==> config.mk <==
export PLATFORM = sky130hd
export DESIGN_NAME = wb_port_arbiter
export DESIGN_NICKNAME = d
export VERILOG_FILES = /design/src/rtl/wb_port_arbiter.sv
export SDC_FILE = /design/constraint.sdc
export NUM_CORES = 1
export LEC_CHECK = 0
export BUFFER_PORTS_ARGS = -buffer_cell sky130_fd_sc_hd__buf_4
export CELL_PAD_IN_SITES_DETAIL_PLACEMENT = 1
export CELL_PAD_IN_SITES_GLOBAL_PLACEMENT = 1
export CORE_MARGIN = 5
export CORE_UTILIZATION = 34
export DETAILED_ROUTE_END_ITERATION = 8
export PLACE_DENSITY = 0.84
export SLEW_MARGIN = 20
export SYNTH_ARGS = -nofsm -noshare
export SYNTH_HDL_FRONTEND = slang
export SYNTH_SLANG_ARGS = --single-unit
==> constraint.sdc <==
create_clock -name clk -period 2.7 [get_ports clk]
set_clock_uncertainty 0.05 [all_clocks]
set_input_delay 0.405 -clock clk [delete_from_list [all_inputs] [get_ports clk]]
set_output_delay 0.405 -clock clk [all_outputs]
set_load 0.005 [all_outputs]
==> src/rtl/wb_port_arbiter.sv <==
// Register-file write-port arbiter. Two single-entry slots (ALU and load)
// compete for one write per cycle. The order is round-robin, except that on a
// same-register conflict the older entry wins. The grant is computed from the
// next-cycle slot contents and registered, so wb_* reflect the slots as they
// stand at the start of each cycle. wb_sel drives an external 2:1 data mux.
module wb_port_arbiter #(
  parameter int DATA_W = 32,
  parameter int ADDR_W = 5
) (
  input  logic              clk,
  input  logic              rst_n,
  input  logic              flush,
  input  logic              req0_valid,
  output logic              req0_ready,
  input  logic [ADDR_W-1:0] req0_addr,
  input  logic [DATA_W-1:0] req0_data,
  input  logic              req1_valid,
  output logic              req1_ready,
  input  logic [ADDR_W-1:0] req1_addr,
  input  logic [DATA_W-1:0] req1_data,
  output logic [DATA_W-1:0] slot0_q,
  output logic [DATA_W-1:0] slot1_q,
  output logic              wb_sel,
  output logic              wb_en,
  output logic [ADDR_W-1:0] wb_addr
);

  typedef enum logic [1:0] {IDLE = 2'd0, G0 = 2'd1, G1 = 2'd2} state_t;

  state_t              state_q;
  logic                v0_q, v1_q, v0_d, v1_d;
  logic [ADDR_W-1:0]   a0_q, a1_q, a0_d, a1_d;
  logic [DATA_W-1:0]   slot0_d, slot1_d;
  logic                age_q, age_d;      // 1: slot1 holds the older entry
  logic                rr_q, rr_d;        // last slot that won a round-robin pick
  logic                rrupd_q;           // current grant was a round-robin pick
  logic                sel_q, wb_en_q;
  logic [ADDR_W-1:0]   wb_addr_q;
  logic                g0, g1, acc0, acc1;
  logic                n_any, n_sel, n_rr;
  logic [ADDR_W-1:0]   n_addr;

  // Returns {any grant, granted slot, decision was round-robin}.
  function automatic logic [2:0] arb(input logic v0, input logic v1,
                                     input logic [ADDR_W-1:0] a0,
                                     input logic [ADDR_W-1:0] a1,
                                     input logic age, input logic rr);
    logic conflict;
    conflict = v0 && v1 && (a0 == a1) && (a0 != '0);
    if (v0 && v1) begin
      if (conflict) arb = {1'b1, age, 1'b0};
      else          arb = {1'b1, ~rr, 1'b1};
    end else begin
      arb = {v0 | v1, v1, 1'b0};
    end
  endfunction

  assign g0         = (state_q == G0);
  assign g1         = (state_q == G1);
  assign req0_ready = !v0_q || g0;
  assign req1_ready = !v1_q || g1;
  assign acc0       = req0_valid && req0_ready;
  assign acc1       = req1_valid && req1_ready;
  assign wb_sel     = sel_q;
  assign wb_en      = wb_en_q;
  assign wb_addr    = wb_addr_q;

  // Next slot contents, age and round-robin pointer, then the next grant.
  always_comb begin
    v0_d    = !flush && (acc0 || (v0_q && !g0));
    v1_d    = !flush && (acc1 || (v1_q && !g1));
    a0_d    = (acc0 && !flush) ? req0_addr : a0_q;
    a1_d    = (acc1 && !flush) ? req1_addr : a1_q;
    slot0_d = (acc0 && !flush) ? req0_data : slot0_q;
    slot1_d = (acc1 && !flush) ? req1_data : slot1_q;
    // A newly accepted entry is younger than whatever is already resident.
    age_d   = age_q;
    if (flush)             age_d = 1'b0;
    else if (acc0 && acc1) age_d = 1'b0;
    else if (acc0)         age_d = 1'b1;
    else if (acc1)         age_d = 1'b0;
    rr_d    = (!flush && rrupd_q) ? g1 : rr_q;
    {n_any, n_sel, n_rr} = arb(v0_d, v1_d, a0_d, a1_d, age_d, rr_d);
    n_addr  = n_sel ? a1_d : a0_d;
  end

  // Grant FSM with registered write-port outputs, plus slot storage.
  always_ff @(posedge clk or negedge rst_n) begin
    if (!rst_n) begin
      state_q   <= IDLE;
      v0_q      <= 1'b0;
      v1_q      <= 1'b0;
      a0_q      <= '0;
      a1_q      <= '0;
      slot0_q   <= '0;
      slot1_q   <= '0;
      age_q     <= 1'b0;
      rr_q      <= 1'b1;
      rrupd_q   <= 1'b0;
      sel_q     <= 1'b0;
      wb_en_q   <= 1'b0;
      wb_addr_q <= '0;
    end else begin
      v0_q      <= v0_d;
      v1_q      <= v1_d;
      a0_q      <= a0_d;
      a1_q      <= a1_d;
      slot0_q   <= slot0_d;
      slot1_q   <= slot1_d;
      age_q     <= age_d;
      rr_q      <= rr_d;
      rrupd_q   <= n_rr;
      wb_en_q   <= n_any && (n_addr != '0);
      wb_addr_q <= n_any ? n_addr : '0;
      if (n_any) sel_q <= n_sel;
      case ({n_any, n_sel})
        2'b10:   state_q <= G0;
        2'b11:   state_q <= G1;
        default: state_q <= IDLE;
      endcase
    end
  end

endmodule

==> results of run 1 <==
[layout by cell type, fill, tap and decap left out, types with 6 or more instances in the layout]
cell / count
buf_4: 184
nand2_1: 13
a211o_1: 6
mux2_2: 65
a211oi_1: 6
dfrtp_1: 86
inv_1: 20
clkbuf_16: 9
[state kept, by name (all words and copies together), names as in the netlist]
register  flops
a0_q          5
a1_q          5
age_q         1
rr_q          1
rrupd_q       1
slot0_q      32
slot1_q      32
state_q       2
v0_q          1
v1_q          1
wb_addr       5
wb_en         1
wb_sel        1
[area by class of cell]
class,instances,area share
well taps,140,0.0303
clock inverters,5,0.00975
inverters,21,0.0136
multi-input cells,174,0.270
clock buffers,11,0.0420
repair buffers,190,0.252
flip-flops and latches,88,0.382
[worst paths after layout]
| path | startpoint | slack [ns] | end |
|---|---|---|---|
| min in group clk | req1_data[23] | 0.25 | slot1_q[23]$_DFFE_PN0N_ |
| max in group asynchronous | rst_n | 1.89 | rr_q$_DFF_PN1_ |
| min | rst_n | 0.01 | slot1_q[18]$_DFFE_PN0N_ |
| min reg2reg | slot1_q[16]$_DFFE_PN0N_ | 0.46 | slot1_q[16]$_DFFE_PN0N_ |
| max reg2reg | state_q[1]$_DFF_PN0_ | -0.10 | wb_addr[0]$_DFF_PN0_ |
| max | state_q[1]$_DFF_PN0_ | -0.10 | wb_addr[0]$_DFF_PN0_ |
[stage by stage]
stage                     instance area (µm²)  instances
after global placement                   5320        606
after CTS                                5690        625
final                                    5780        629
after detailed placement                 5320        606
after global routing                     5780        629
after floorplan                          3840        300
[worst reg2reg max path, delay by kind of cell (launching register included)]
kind / cells / cell delay (ns)
muxes: 1 / 0.35
DFF: 1 / 0.44
buffers and inverters: 4 / 0.48
and+or+nand+nor: 4 / 0.77
AOI/OAI and AO/OA: 3 / 0.59
[metal layers]
| metal | track usage | share of wire | vias up |
|---|---|---|---|
| met5 | 0 | 0 | - |
| met1 | 0.193 | 0.38 | 1558 |
| met4 | 0.0425 | 0.013 | 0 |
| met3 | 0.0508 | 0.054 | 13 |
| met2 | 0.321 | 0.56 | 72 |
| li1 | - | - | 1434 |
[logic make-up after synthesis]
kind of cell,Yosys count,share of synthesized area
flip-flops,88,0.575
multiplexers,68,0.200
AND/OR/NAND/NOR,56,0.0829
AO/OA/AOI/OAI,49,0.0969
buffers and inverters,38,0.0437
XOR/XNOR,1,0.00228
[report_power, final]
| part | switching [µW] | internal (µW) |
|---|---|---|
| registers | 148 | 1570 |
| logic | 474 | 683 |
| clock network | 495 | 741 |
| total | 1120 | 3000 |
[repair_timing]
action | 4_1_cts | 5_1_grt
resized for setup | 10 | 13
pin swaps | 2 | 3
setup endpoints to repair | 9 | 9
buffers inserted | 3 | 4
==> results.json, run 1 <==
{
  "die_h_um": 116,
  "post-route-util": 0.528,
  "row_count": 38,
  "layout_setup_ws_ns": -0.101,
  "final-hold-violation-count": 0,
  "routed_via_density": 4.89,
  "dieArea_um2": 13500,
  "globalplace.congestion": 0.843,
  "hpwl_um": 8900,
  "final_antenna_net_count": 0,
  "syn_avg_cell_area_um2": 12.8,
  "worstHoldPathType": "primary input to asynchronous set/reset pin",
  "synth_fp_nets": 379,
  "holdWs_ns": 0.0142,
  "synthFlopType": "dfrtp_1",
  "grt_usage": 0.173,
  "cts_sinks": 88,
  "setup_viol": 7,
  "insertedDiodeCount": 0,
  "cpMostUsedCell": "buf_6",
  "grt_pass1_vias": 3536,
  "ir_drop_uv": 325,
  "drtIter0Drc": 110,
  "drive_gt1_frac": 0.605,
  "grt_pass1_wl_um": 18300,
  "reg2reg_depth": 12,
  "p_leak_uw": 0.00272,
  "fin_crit_ns": 2.80,
  "htreeDepth": 3,
  "synth_edf_count": 0,
  "path_clk_slew_ns": 0.06,
  "vias": 3077,
  "syn_inst": 300,
  "cp_num_cells": 12,
  "hold_buffers": 0,
  "power_density_nw_per_um2": 712,
  "synth_seq_cells": 88,
  "dr.pass1.iters": 4,
  "yosys-top-cells-count": "dfrtp_1 (87), mux2_2 (65), inv_1 (20)",
  "async_flop_share": 1.00,
  "relSlewSlack": 0.624,
  "slowest_stage": "dfrtp_2",
  "path_buf_inv": 4,
  "critPathTopFamily": "simple AND/OR/NAND/NOR gates",
  "worst_skew_pair.late_latency_ns": 0.33,
  "cts-root-buf": "clkbuf_16",
  "yosys.cell_types.count": 40,
  "cts_tree": "built",
  "violations": "setup timing",
  "drt_wl_total_um": 11500,
  "synth.most_common_cell": "dfrtp_1",
  "dpl_worst_slack_ns": -0.291,
  "synth_top_cell_area_share": 0.568,
  "synth-seq-area-share": 0.575,
  "ios": 152,
  "final-seq-area_um2": 2200,
  "cp_cell_sequence": "nand2b_4 > buf_6 > buf_6 > a211o_1 > and2_1 > inv_2 > o311ai_1 > nor4_4 > mux2i_4 > buf_6 > nand3_1 > o311a_1",
  "worst_ep_arrival_time_ns": 2.96,
  "critPathMaxFanout": 8,
  "multi_input_area_um2": 1560,
  "slowest_delay_ns": 0.44,
  "netlist_area_um2": 3830,
  "cap_violations": 0,
  "die_x_um": 116,
  "cp.required_ns": 2.86,
  "cp-end-kind": "flop",
  "design.core.area_um2": 10900,
  "drcViolationCount": 0,
  "initial_core_util": 0.351,
  "rsz0062_at_grt": "yes",
  "fmax_mhz": 357,
  "ys.warnings.count": 0,
  "fillers": 1186,
  "startpoint_type": "flop",
  "power.total_uw": 4110,
  "clock_path_buffers": 2,
  "tns_ns": -0.568,
  "status": "complete, but fails checks",
  "antenna_found_initial": 0,
  "wl_per_cell_um": 18.2,
  "worst_slew_pin_slew_ns": 0.564,
  "grt_max_degree": 47,
  "port_buffers": 151,
  "fin_crit_sh": 1.04,
  "area_delta_synth_final_pct": 50.6,
  "path_class": "flop to flop",
  "grt-ovfl-total": 0,
  "cts_made_buffers": 9,
  "final_nets": 563,
  "finalMaxSlewViolations": 0,
  "yosys.area.top_type": "dfrtp_1",
  "yosys-top-cells-area": "dfrtp_1 (57%), mux2_2 (19%), inv_1 (2.0%)"
}
No activity file was read; power rests on OpenSTA's default activity.
==> run 2: changes to the inputs <==
--- a/config.mk
+++ b/config.mk
@@ -12,6 +12,7 @@
 export CORE_UTILIZATION = 34
 export DETAILED_ROUTE_END_ITERATION = 8
 export PLACE_DENSITY = 0.84
+export RECOVER_POWER = 100
 export SLEW_MARGIN = 20
 export SYNTH_ARGS = -nofsm -noshare
 export SYNTH_HDL_FRONTEND = slang
==> run 2 against run 1 <==
Net effect:
- the run still ends with setup timing left
- design area down 1.6%
- combinational power down 6%
- setup slack better by 0.0025 ns
- largest cell class unchanged
- largest power group unchanged
- highest routed layer unchanged
==> results.json, run 2 (synthesized netlist as in run 1, its figures left out) <==
{
  "ir_drop_uv": 324,
  "p_leak_uw": 0.00263,
  "drcViolationCount": 0,
  "dieArea_um2": 13500,
  "vias": 3078,
  "fillers": 1192,
  "cts_made_buffers": 9,
  "grt-ovfl-total": 0,
  "status": "complete, but fails checks",
  "power_density_nw_per_um2": 711,
  "final_cell_mix": "buf_4 (112), dfrtp_1 (86), mux2_2 (65), clkbuf_4 (51), clkbuf_1 (21)",
  "ios": 152,
  "relSlewSlack": 0.233,
  "die_x_um": 116,
  "cpMostUsedCell": "buf_6",
  "drive_gt1_frac": 0.564,
  "grt_pass1_wl_um": 18300,
  "r2r-start": "state_q[1]$_DFF_PN0_",
  "path_clk_slew_ns": 0.06,
  "grt_usage": 0.173,
  "cts_tree": "built",
  "regToRegEndpoint": "wb_addr[0]$_DFF_PN0_",
  "layout_setup_ws_ns": -0.0986,
  "dr.pass1.iters": 4,
  "wl_per_cell_um": 18.1,
  "grt_pass1_vias": 3536,
  "globalplace.congestion": 0.843,
  "cts-root-buf": "clkbuf_16",
  "cap_violations": 0,
  "fin_crit_sh": 1.04,
  "final_antenna_net_count": 0,
  "cp.required_ns": 2.86,
  "path_class": "flop to flop",
  "slowest_delay_ns": 0.44,
  "cp_cell_sequence": "nand2b_4 > buf_6 > buf_6 > a211o_1 > and2_1 > inv_2 > o311ai_1 > nor4_4 > mux2i_4 > buf_6 > nand3_1 > o311a_1",
  "critPathTopFamily": "simple AND/OR/NAND/NOR gates",
  "final_nets": 563,
  "worst_skew_pair.late_latency_ns": 0.33,
  "fin_crit_ns": 2.80,
  "fmax_mhz": 357,
  "cts_sinks": 88,
  "design.core.area_um2": 10900,
  "reg2reg_depth": 12,
  "grt_max_degree": 47,
  "finalMaxSlewViolations": 0,
  "cp_num_cells": 12,
  "post-route-util": 0.520,
  "hpwl_um": 8900,
  "area_delta_synth_final_pct": 48.2,
  "setup_viol": 7,
  "die_h_um": 116,
  "startpoint_type": "flop",
  "r2r_setup_slack_ns": -0.1,
  "routed_via_density": 4.89,
  "rsz0062_at_grt": "yes",
  "crit_start": "state_q[1]$_DFF_PN0_",
  "final-seq-area_um2": 2200,
  "worst_ep_arrival_time_ns": 2.95,
  "clock_path_buffers": 2,
  "port_buffers": 151,
  "hold_buffers": 0,
  "worstHoldPathType": "primary input to asynchronous set/reset pin",
  "row_count": 38,
  "initial_core_util": 0.351,
  "worst_slew_pin_slew_ns": 1.15,
  "final-hold-violation-count": 0,
  "dp_cells": 606,
  "dpl_worst_slack_ns": -0.291,
  "insertedDiodeCount": 0,
  "drt_wl_total_um": 11400,
  "reg_top3": "slot0_q (32), slot1_q (32)",
  "multi_input_area_um2": 1560,
  "violations": "setup timing",
  "final_cells": 629,
  "holdWs_ns": 0.210,
  "tns_ns": -0.554,
  "antenna_found_initial": 0,
  "path_buf_inv": 4,
  "slowest_stage": "dfrtp_2",
  "cp-end-kind": "flop",
  "final_common_cell": "buf_4",
  "drtIter0Drc": 108,
  "critPathMaxFanout": 8,
  "htreeDepth": 3
}
## run 2: repair_timing
action                     4_1_cts  5_1_grt
gates resized for setup         10       13
buffers inserted                 3        4
pin swaps                        2        3
setup endpoints to repair        9        9
gates cloned                     0        0
## run 2: worst max-delay path by stage
| stage | slack [ns] | endpoint |
|---|---|---|
| final | -0.1 | wb_addr[0]$_DFF_PN0_ |
| after global routing | -0.20 | wb_addr[0]$_DFF_PN0_ |
| after CTS | -0.15 | wb_addr[1]$_DFF_PN0_ |
| after detailed placement | -0.29 | wb_addr[1]$_DFF_PN0_ |
| after global placement | -0.12 | wb_en$_DFF_PN0_ |
| after floorplan | 0.001 | wb_addr[2]$_DFF_PN0_ |
## run 2: metrics by stage
stage / power [µW] / area, µm²
3_5_place_dp: 2850 / 5320
5_1_grt: 4280 / 5680
3_3_place_gp: 2780 / 5320
2_1_floorplan: 2180 / 3840
4_1_cts: 4140 / 5690
6_report: 4040 / 5680
## run 2: layout make-up
type / count / share of cell area
multi-input cells: 174 / 0.275
flip-flops and latches: 88 / 0.388
repair buffers: 190 / 0.240
well taps: 140 / 0.0308
clock inverters: 5 / 0.00991
clock buffers: 11 / 0.0427
inverters: 21 / 0.0139
## run 2: where the power goes
part	internal, µW	total, µW	switching [µW]
clock	741	1240	494
sequential	1570	1720	141
combinational	621	1090	473
total	2940	4040	1110
## run 2: routing by layer
metal,share of wire,vias up,routed length (µm),global-route usage
li1,-,1432,-,-
met5,0,-,0,0
met2,0.55,74,6300,0.321
met3,0.056,17,641,0.0508
met4,0.017,0,198,0.0425
met1,0.37,1555,4250,0.193
==> run 3: changes to the inputs <==
--- a/config.mk
+++ b/config.mk
@@ -9,9 +9,9 @@
 export CELL_PAD_IN_SITES_DETAIL_PLACEMENT = 1
 export CELL_PAD_IN_SITES_GLOBAL_PLACEMENT = 1
 export CORE_MARGIN = 5
-export CORE_UTILIZATION = 34
+export CORE_UTILIZATION = 37
 export DETAILED_ROUTE_END_ITERATION = 8
-export PLACE_DENSITY = 0.84
+export PLACE_DENSITY = 0.87
 export RECOVER_POWER = 100
 export SLEW_MARGIN = 20
 export SYNTH_ARGS = -nofsm -noshare
==> constraint.sdc (replaced) <==
create_clock -name clk -period 2.64 [get_ports clk]
set_clock_uncertainty 0.05 [all_clocks]
set_input_delay 0.396 -clock clk [delete_from_list [all_inputs] [get_ports clk]]
set_output_delay 0.396 -clock clk [all_outputs]
set_load 0.005 [all_outputs]
==> run 3 against run 2 <==
Net effect:
- the flow still finishes with violations (setup timing)
- design area rose by 0.88%
- combinational power rose by 8%
- worst hold slack improved by 0.011 ns
- die area fell by 7.4%
- critical path type unchanged
- critical endpoint is now wb_addr[2]$_DFF_PN0_
- largest cell class unchanged
- largest power group unchanged
==> results.json, run 3 (synthesized netlist as in run 1, its figures left out) <==
{
  "grt_usage": 0.184,
  "startpoint_type": "flop",
  "hpwl_um": 8670,
  "final-hold-violation-count": 0,
  "reg_top3": "slot0_q (32), slot1_q (32)",
  "htreeDepth": 3,
  "worst_ep_arrival_time_ns": 3.01,
  "power.total_uw": 3810,
  "die_h_um": 112,
  "globalplace.congestion": 0.908,
  "final_cell_mix": "buf_4 (115), dfrtp_1 (86), mux2_2 (64), clkbuf_4 (53), inv_1 (20)",
  "fin_crit_sh": 1.05,
  "holdWs_ns": 0.221,
  "dieArea_um2": 12500,
  "cts_sinks": 88,
  "setup_viol": 8,
  "cts_made_buffers": 9,
  "cp_cell_sequence": "buf_6 > nand2b_4 > buf_4 > a211oi_2 > buf_4 > o211ai_1 > nand4b_1 > nor4_4 > buf_6 > mux2i_4 > and2_4 > o311a_1",
  "antenna_found_initial": 0,
  "path_clk_slew_ns": 0.09,
  "final_nets": 570,
  "cts-root-buf": "clkbuf_8",
  "drive_gt1_frac": 0.581,
  "finalMaxSlewViolations": 0,
  "ir_drop_uv": 307,
  "initial_core_util": 0.375,
  "ios": 152,
  "row_count": 37,
  "final_antenna_net_count": 0,
  "grt-ovfl-total": 0,
  "grt_pass1_wl_um": 18500,
  "port_buffers": 151,
  "final_cells": 632,
  "dr.pass1.iters": 4,
  "worst_skew_pair.late_latency_ns": 0.35,
  "tns_ns": -0.816,
  "path_class": "flop to flop",
  "critPathTopFamily": "simple AND/OR/NAND/NOR gates",
  "grt_pass1_vias": 3563,
  "rsz0062_at_grt": "yes",
  "relSlewSlack": 0.255,
  "status": "complete, but fails checks",
  "post-route-util": 0.560,
  "cp.required_ns": 2.87,
  "clock_path_buffers": 2,
  "wl_per_cell_um": 18.8,
  "drtIter0Drc": 86,
  "fmax_mhz": 361,
  "p_leak_uw": 0.00266,
  "critPathMaxFanout": 7,
  "worst_slew_pin_slew_ns": 1.12,
  "vias": 3130,
  "worstHoldPathType": "primary input to flop",
  "design.core.area_um2": 10200,
  "dp_cells": 601,
  "area_delta_synth_final_pct": 49.5,
  "insertedDiodeCount": 0,
  "slowest_delay_ns": 0.42,
  "die_x_um": 112,
  "cap_violations": 0,
  "power_density_nw_per_um2": 665,
  "final_common_cell": "buf_4",
  "slowest_stage": "dfrtp_1",
  "grt_max_degree": 46,
  "cp-end-kind": "flop",
  "fin_crit_ns": 2.77,
  "drt_wl_total_um": 11900,
  "drcViolationCount": 0,
  "violations": "setup timing",
  "path_buf_inv": 4,
  "routed_via_density": 4.95,
  "layout_setup_ws_ns": -0.133,
  "cts_tree": "built"
}
[run 3: cell types whose count changed in the layout (fill, tap and decap cells not counted), sizes merged]
cell	before	now
buf	117	123
bufinv	1	0
clkbuf	84	85
clkinvlp	1	0
dlygate4sd3	0	1
mux2i	3	4
[run 3: through the flow]
stage          area [µm²]  setup slack, ns
2_1_floorplan        3870          0.00247
3_3_place_gp         5340           -0.144
3_5_place_dp         5340           -0.286
4_1_cts              5660           -0.183
5_1_grt              5730           -0.237
6_report             5730           -0.133
[run 3: final cells by class]
cell class	count	area, µm²
sequential	88	2200
multi-input combinational	175	1650
tap	136	170
timing repair buffer	196	1440
clock buffer	13	169
fill	1110	4500
clock inverter	3	15.0
inverter	21	78.8
[run 3: repair_timing]
action | 4_1_cts | 5_1_grt
setup buffers | 6 | 9
endpoints found under the hold margin | 8 | 0
gates cloned | 1 | 0
hold buffers | 1 | 0
pin swaps | 5 | 9
endpoints found under the setup margin | 9 | 9
gates resized for setup | 11 | 22
[run 3: power breakdown]
group	internal (µW)	total, µW	switching (µW)
clock network	416	886	470
registers	1610	1750	141
logic	661	1180	516
total	2680	3810	1130
[run 3: worst reg2reg max path, stage by stage, from the launching register on]
cell and delay [ns]:
dfrtp_1 0.42, buf_6 0.13, nand2b_4 0.11, buf_4 0.15
a211oi_2 0.08, buf_4 0.16, o211ai_1 0.22, nand4b_1 0.20
nor4_4 0.32, buf_6 0.16, mux2i_4 0.30, and2_4 0.24
o311a_1 0.17
[run 3: path summary, 6_finish.rpt]
path / slack [ns] / endpoint / cells past startpoint / startpoint
worst max-delay path: -0.13 / wb_addr[2]$_DFF_PN0_ / 12 / state_q[0]$_DFF_PN0_
worst min-delay path: 0.22 / slot1_q[2]$_DFFE_PN0N_ / 2 / req1_data[2]
worst max register to register: -0.13 / wb_addr[2]$_DFF_PN0_ / 12 / state_q[0]$_DFF_PN0_
worst min register to register: 0.46 / slot0_q[17]$_DFFE_PN0N_ / 1 / slot0_q[17]$_DFFE_PN0N_
max in group asynchronous: 0.46 / v0_q$_DFF_PN0_ / 3 / rst_n
min in group asynchronous: 0.74 / slot1_q[0]$_DFFE_PN0N_ / 2 / rst_n
[run 3: metal layers]
| metal | GRT usage | part of all wire |
|---|---|---|
| met1 | 0.203 | 0.38 |
| met2 | 0.343 | 0.55 |
| met3 | 0.0554 | 0.047 |
| met4 | 0.0511 | 0.018 |
| met5 | 0 | 0 |
